## config.mk

```make
export PLATFORM = sky130hd
export DESIGN_NAME = periph_bus_responder
export DESIGN_NICKNAME = d
export VERILOG_FILES = /design/src/rtl/periph_pkg.sv /design/src/rtl/periph_timer.sv /design/src/rtl/periph_bus_responder.sv
export SDC_FILE = /design/constraint.sdc
export NUM_CORES = 1
export LEC_CHECK = 0
export ABC_AREA = 1
export CELL_PAD_IN_SITES_DETAIL_PLACEMENT = 1
export CELL_PAD_IN_SITES_GLOBAL_PLACEMENT = 1
export CORE_MARGIN = 2
export CORE_UTILIZATION = 37
export CTS_CLUSTER_SIZE = 8
export DETAILED_ROUTE_END_ITERATION = 7
export PLACE_DENSITY = 0.81
export SLEW_MARGIN = 10
export SYNTH_ARGS = -nofsm -noshare
export SYNTH_HDL_FRONTEND = slang
export SYNTH_SLANG_ARGS = --single-unit
```

## constraint.sdc

```tcl
create_clock -name clk -period 1.9 [get_ports clk]
set_input_delay 0.38 -clock clk [delete_from_list [all_inputs] [get_ports clk]]
set_output_delay 0.38 -clock clk [all_outputs]
set_load 0.05 [all_outputs]
```

## src/rtl/periph_pkg.sv

```systemverilog
// Shared constants for the memory-mapped peripheral responder: register offsets,
// timer control bit positions and the default peripheral window base.
package periph_pkg;
  localparam logic [31:0] DEFAULT_BASE_ADDR = 32'h4000_0000;

  localparam logic [2:0] OFF_TH      = 3'd0;
  localparam logic [2:0] OFF_TL      = 3'd1;
  localparam logic [2:0] OFF_TCON    = 3'd2;
  localparam logic [2:0] OFF_LED     = 3'd3;
  localparam logic [2:0] OFF_DIGIT   = 3'd4;
  localparam logic [2:0] OFF_SYSTICK = 3'd5;

  localparam int TCON_EN = 0;
  localparam int TCON_IE = 1;
  localparam int TCON_IS = 2;
endpackage

```

## src/rtl/periph_timer.sv

```systemverilog
// Reloadable 32-bit up-counter with overflow interrupt; owns TH, TL and TCON.
// CPU writes are applied at the same edge as the count and take priority as described below.
module periph_timer
  import periph_pkg::*;
(
  input  logic        clk,
  input  logic        reset,
  input  logic        th_we_i,
  input  logic        tl_we_i,
  input  logic        tcon_we_i,
  input  logic [31:0] wdata_i,
  output logic [31:0] th_o,
  output logic [31:0] tl_o,
  output logic [2:0]  tcon_o,
  output logic        irq_o
);
  logic [31:0] th_q, th_d;
  logic [31:0] tl_q, tl_d;
  logic [2:0]  tcon_q, tcon_d;
  logic        ovf;
  logic        ovf_set;

  assign ovf     = tcon_q[TCON_EN] && (tl_q == 32'hFFFF_FFFF);
  assign ovf_set = ovf && tcon_q[TCON_IE];

  always_comb begin
    th_d   = th_q;
    tl_d   = tl_q;
    tcon_d = tcon_q;

    if (tcon_q[TCON_EN]) begin
      // Reload samples th_q, so a concurrent TH write only affects the next overflow.
      tl_d = ovf ? th_q : tl_q + 32'd1;
    end
    tcon_d[TCON_IS] = tcon_q[TCON_IS] | ovf_set;

    if (th_we_i) th_d = wdata_i;
    if (tl_we_i) tl_d = wdata_i;
    if (tcon_we_i) begin
      tcon_d[TCON_EN] = wdata_i[TCON_EN];
      tcon_d[TCON_IE] = wdata_i[TCON_IE];
      tcon_d[TCON_IS] = wdata_i[TCON_IS] | ovf_set;
    end
  end

  always_ff @(posedge clk) begin
    if (reset) begin
      th_q   <= 32'h0;
      tl_q   <= 32'h0;
      tcon_q <= 3'h0;
    end else begin
      th_q   <= th_d;
      tl_q   <= tl_d;
      tcon_q <= tcon_d;
    end
  end

  assign th_o   = th_q;
  assign tl_o   = tl_q;
  assign tcon_o = tcon_q;
  assign irq_o  = tcon_q[TCON_IS];
endmodule

```

## src/rtl/periph_bus_responder.sv

```systemverilog
// MEM-stage load/store responder: address decode, zero-latency read mux, LED/DIGIT/SYSTICK.
// Stores commit at the clock edge; loads return the pre-store value in the same cycle.
module periph_bus_responder
  import periph_pkg::*;
#(
  parameter logic [31:0] BASE_ADDR = DEFAULT_BASE_ADDR,
  parameter int          LED_W     = 8,
  parameter int          DIGIT_W   = 12
) (
  input  logic               clk,
  input  logic               reset,
  input  logic               MemRead,
  input  logic               MemWrite,
  input  logic [31:0]        address,
  input  logic [31:0]        write_data,
  output logic [31:0]        read_data,
  output logic               hit,
  output logic               irq,
  output logic [LED_W-1:0]   leds,
  output logic [DIGIT_W-1:0] digits
);
  logic [2:0]         off;
  logic               wr;
  logic [31:0]        th, tl;
  logic [2:0]         tcon;
  logic [LED_W-1:0]   led_q, led_d;
  logic [DIGIT_W-1:0] digit_q, digit_d;
  logic [31:0]        systick_q, systick_d;
  logic               unused_addr_lsbs;

  assign hit = (address[31:5] == BASE_ADDR[31:5]);
  assign off = address[4:2];
  assign wr  = MemWrite && hit;
  assign unused_addr_lsbs = ^address[1:0];

  periph_timer u_timer (
    .clk       (clk),
    .reset     (reset),
    .th_we_i   (wr && (off == OFF_TH)),
    .tl_we_i   (wr && (off == OFF_TL)),
    .tcon_we_i (wr && (off == OFF_TCON)),
    .wdata_i   (write_data),
    .th_o      (th),
    .tl_o      (tl),
    .tcon_o    (tcon),
    .irq_o     (irq)
  );

  always_comb begin
    led_d     = led_q;
    digit_d   = digit_q;
    systick_d = systick_q + 32'd1;
    if (wr && (off == OFF_LED))   led_d   = write_data[LED_W-1:0];
    if (wr && (off == OFF_DIGIT)) digit_d = write_data[DIGIT_W-1:0];
  end

  always_ff @(posedge clk) begin
    if (reset) begin
      led_q     <= '0;
      digit_q   <= '0;
      systick_q <= 32'h0;
    end else begin
      led_q     <= led_d;
      digit_q   <= digit_d;
      systick_q <= systick_d;
    end
  end

  always_comb begin
    read_data = 32'h0;
    if (MemRead && hit) begin
      case (off)
        OFF_TH:      read_data = th;
        OFF_TL:      read_data = tl;
        OFF_TCON:    read_data = {29'h0, tcon};
        OFF_LED:     read_data = 32'(led_q);
        OFF_DIGIT:   read_data = 32'(digit_q);
        OFF_SYSTICK: read_data = systick_q;
        default:     read_data = 32'h0;
      endcase
    end
  end

  assign leds   = led_q;
  assign digits = digit_q;
endmodule

```

==> results.md, run 1 <==
- Run status: finished with violations
- Initial cell density of the core: 37.5%
- Die height: around 150 µm
- Nets@finish: 1557
- Vias per cell: 6.36
- Final worst slack: -0.463 ns
- Final Hold Fails: 0
- Fin cells: approximately 1800
- Avg Cell Area, Syn: 6.06 µm²
- P per Cell Area: 535 mW/mm²
- Clock period minus worst slack: 2.36 ns
- Routed len/inst: 28.0 µm
- Longest Clk Path Bufs: 2
- Drt pass-1 iters: 6
- Leakage: 4.65 nW
- Post-layout util: about 60%
- FILL cells: 2518
- VDD IR-drop max: 0.858 mV
- Antenna violations before repair: 1
- Initial DRC Count: about 1400
- Grt total ovfl: 0
- Clock latency at the later pin of the worst-skew pair: 0.45 ns
- Residual DRC: 0
- Post-synth ARST share: 0%
- Worst path arrival time: ~2.0 ns
- Fin crit share: 124%
- Crit path buf inv count: 4
- Layout cell share with drive strength beyond 1: roughly a third
- Reg clk slew, reported paths: approximately 0.070 ns
- CP top delay family: buffers and inverters
- Largest net degree at the start of global routing: 69
- Top_reg_cell synth: dfxtp_1
- CTS tree: done
- Critical path class: in2out
- Crit. End Element: primary output
- CP cell instances: buf_6 -> nor2_2 -> nand2_1 -> nor2_1 -> nand2_2 -> nor2_4 -> o211ai_1 -> buf_4 -> clkbuf_16 -> a31oi_4 -> buf_12
- Global Route Usage Sum: between 30 and 40%
- Routed Antenna Nets: 0
- Post-detail-place hpwl: 26100 µm
- Synthesized Nets: 1320
- FP Rows: 52
- First-pass GRT wire length: 61800 µm
- Vias in the first global route: 10700
- Count of final setup violators: between 70 and 80
- R2R Setup Slk: -0.34 ns
- Sequential share of the synthesized area: 31.5%
- GPL Wtd Cong: about 0.94
- Worst-path fanout max: 5
- Most frequent cells in the layout: nand2_1 (310), nor2_1 (177), buf_4 (141), inv_1 (104), dfxtp_1 (103)
- Worst Hold Class: in2reg
- Max cap viols: 0
- Flops & latches, synth: 119
- H-tree depth: 4
- Worst EP required: 1.52 ns
- Die area: 0.0216 mm²
- CTS Buf Count: 17
- Core ar.: 0.0202 mm²
- Post-synthesis instance total: 1250
- Clock root buffer: clkbuf_16
- Clk_skew: 0.0112 ns
- Post-Route WL: slightly below 50000 µm
- Rel. slew slack: 67.1%
- Clock net sink count: 119
- CP peak stage delay: 0.22 ns
- Failing checks: negative setup slack
- Slew @ Worst Pin: 0.489 ns
- Cell variety after synth: 42
- Max Clock Freq: 0.423 GHz
- RSZ-0062 raised after global routing: true
- Die Span X: 147 µm
- Via Count: 11300
- Critical path startpoint category: primary input
- Placed cell count: between 1500 and 2000
- IO Port Bufs: 119
- Slowest cell on the critical path: buf_4
- Ys Warns: 0
- Ports: between 100 and 150
- Hold-fix buffers at CTS: 0
- Post-Syn Area: 0.00757 mm²
- Final Slew Violations: 0
- Post-synth EDFFs: 0
- Area grow syn2layout: 62.0%
- Most common cell after layout, fill and taps aside: nand2_1
layer usage:
| layer | global-route usage (%) | wire length (µm) | vias up |
|---|---|---|---|
| met3 | 6.37 | 5380 | 409 |
| met2 | 62.0 | 22700 | 1008 |
| met4 | 16.0 | 4320 | 0 |
| met5 | 0 | 0 | - |
| met1 | 46.8 | 17300 | 5330 |
| li1 | - | - | 4517 |
registers in the layout, summed over array words and instances (netlist names):
name and count:
u_timer.th_o 32, systick_q 32, u_timer.tl_o 32, digits 12, leds 8, u_timer.tcon_o 3
cells by family (layout without fill, tap and decap cells):
logic type                 after synthesis  after routing  share of synthesized area (%)
adders and majority gates                2              2                          0.330
and+or+nand+nor                        763            763                           44.0
xor gates and xnor gates                18             18                           2.08
other                                    0              2                              0
buffers and inverters                  175            425                           9.49
AOI/OAI and AO/OA                      173            173                           12.6
DFF                                    119            119                           31.5
where the power goes:
part	leakage (nW)	switching [W]	internal, W
Sequential	0.967	0.00000776	0.00250
Combinational	3.40	0.000252	0.000210
Clock	0.287	0.00148	0.00211
Total	4.65	0.00174	0.00482
cells in the mapped netlist, types with 2 or more instances:
cell	instances	area, µm²
a21oi_1	56	280
a21oi_2	2	17.5
a221oi_1	6	52.6
a31oi_1	21	131
a41oi_1	6	52.6
and2_1	2	12.5
buf_1	7	26.3
buf_2	14	70.1
buf_4	3	22.5
buf_6	2	22.5
clkbuf_1	30	113
dfxtp_1	119	2380
ha_1	2	25.0
inv_1	111	417
inv_2	5	18.8
nand2_1	340	1280
nand2_2	4	25.0
nand2_4	3	33.8
nand3_1	77	385
nand3b_1	10	75.1
nand4_1	35	219
nor2_1	223	837
nor2_2	16	100
nor2_4	6	67.6
nor2_8	2	40.0
nor3_1	37	185
nor3b_1	3	22.5
o21ai_0	71	355
o21ai_1	6	30.0
o21bai_1	2	15.0
or2_2	2	12.5
xnor2_1	5	43.8
xor2_1	13	114
worst reg2reg max path, stage by stage, from the launching register on:
cell     delay (ns)
dfxtp_2        0.35
buf_6          0.10
buf_6          0.09
ha_4           0.15
nand2_4        0.06
nor2_4         0.11
nand2_4        0.09
nor2_8         0.22
nand2_4        0.11
nor2_8         0.17
buf_12         0.15
buf_4          0.11
a21oi_2        0.04
nor2_1         0.16
nor2_1         0.08
nor2_1         0.18
what timing repair did:
item                       in CTS  in global routing
gates resized for setup       196                158
setup endpoints to repair      81                 77
gates cloned                    2                  3
pin swaps                      39                 94
setup buffers                  16                 27
layout make-up:
class,count,area (µm²),share of cell area [%]
sequential,119,2400,19.6
inverter,118,452,3.68
tap,270,338,2.75
multi-input combinational,956,5520,45.0
timing repair buffer,275,2940,24.0
clock buffer,19,443,3.61
clock inverter,13,169,1.38
antenna,2,5.00,0.0408
metrics by stage:
step	worst slack [ns]	hold WS [ns]	power [W]	instance area [µm²]	setup TNS (ns)
2_1_floorplan	-0.452	0.430	0.00267	8110	-12.00
3_3_place_gp	-0.682	0.463	0.00294	10700	-54.02
3_5_place_dp	-0.748	0.475	0.00295	10700	-60.16
4_1_cts	-0.302	0.431	0.00634	11600	-8.33
5_1_grt	-0.533	0.427	0.00665	12300	-21.84
6_report	-0.463	0.422	0.00657	12300	-18.13
final timing paths:
check | start | to | cells after the start
worst min register to register | systick_q[31]$_SDFF_PP0_ | systick_q[31]$_SDFF_PP0_ | 2
worst min-delay path | reset | systick_q[1]$_SDFF_PP0_ | 3
worst max register to register | u_timer.tl_o[0]$_SDFFE_PP0P_ | u_timer.tl_o[18]$_SDFFE_PP0P_ | 15
worst max-delay path | address[21] | read_data[20] | 11
Note: power is estimated with default switching activity, not from simulation.
==> inputs of run 2 (changes only) <==
Settings changed: CTS_CLUSTER_DIAMETER from default to 30.
==> results of run 2 <==
No change in the layout: final DEF, timing and power equal those of run 1.
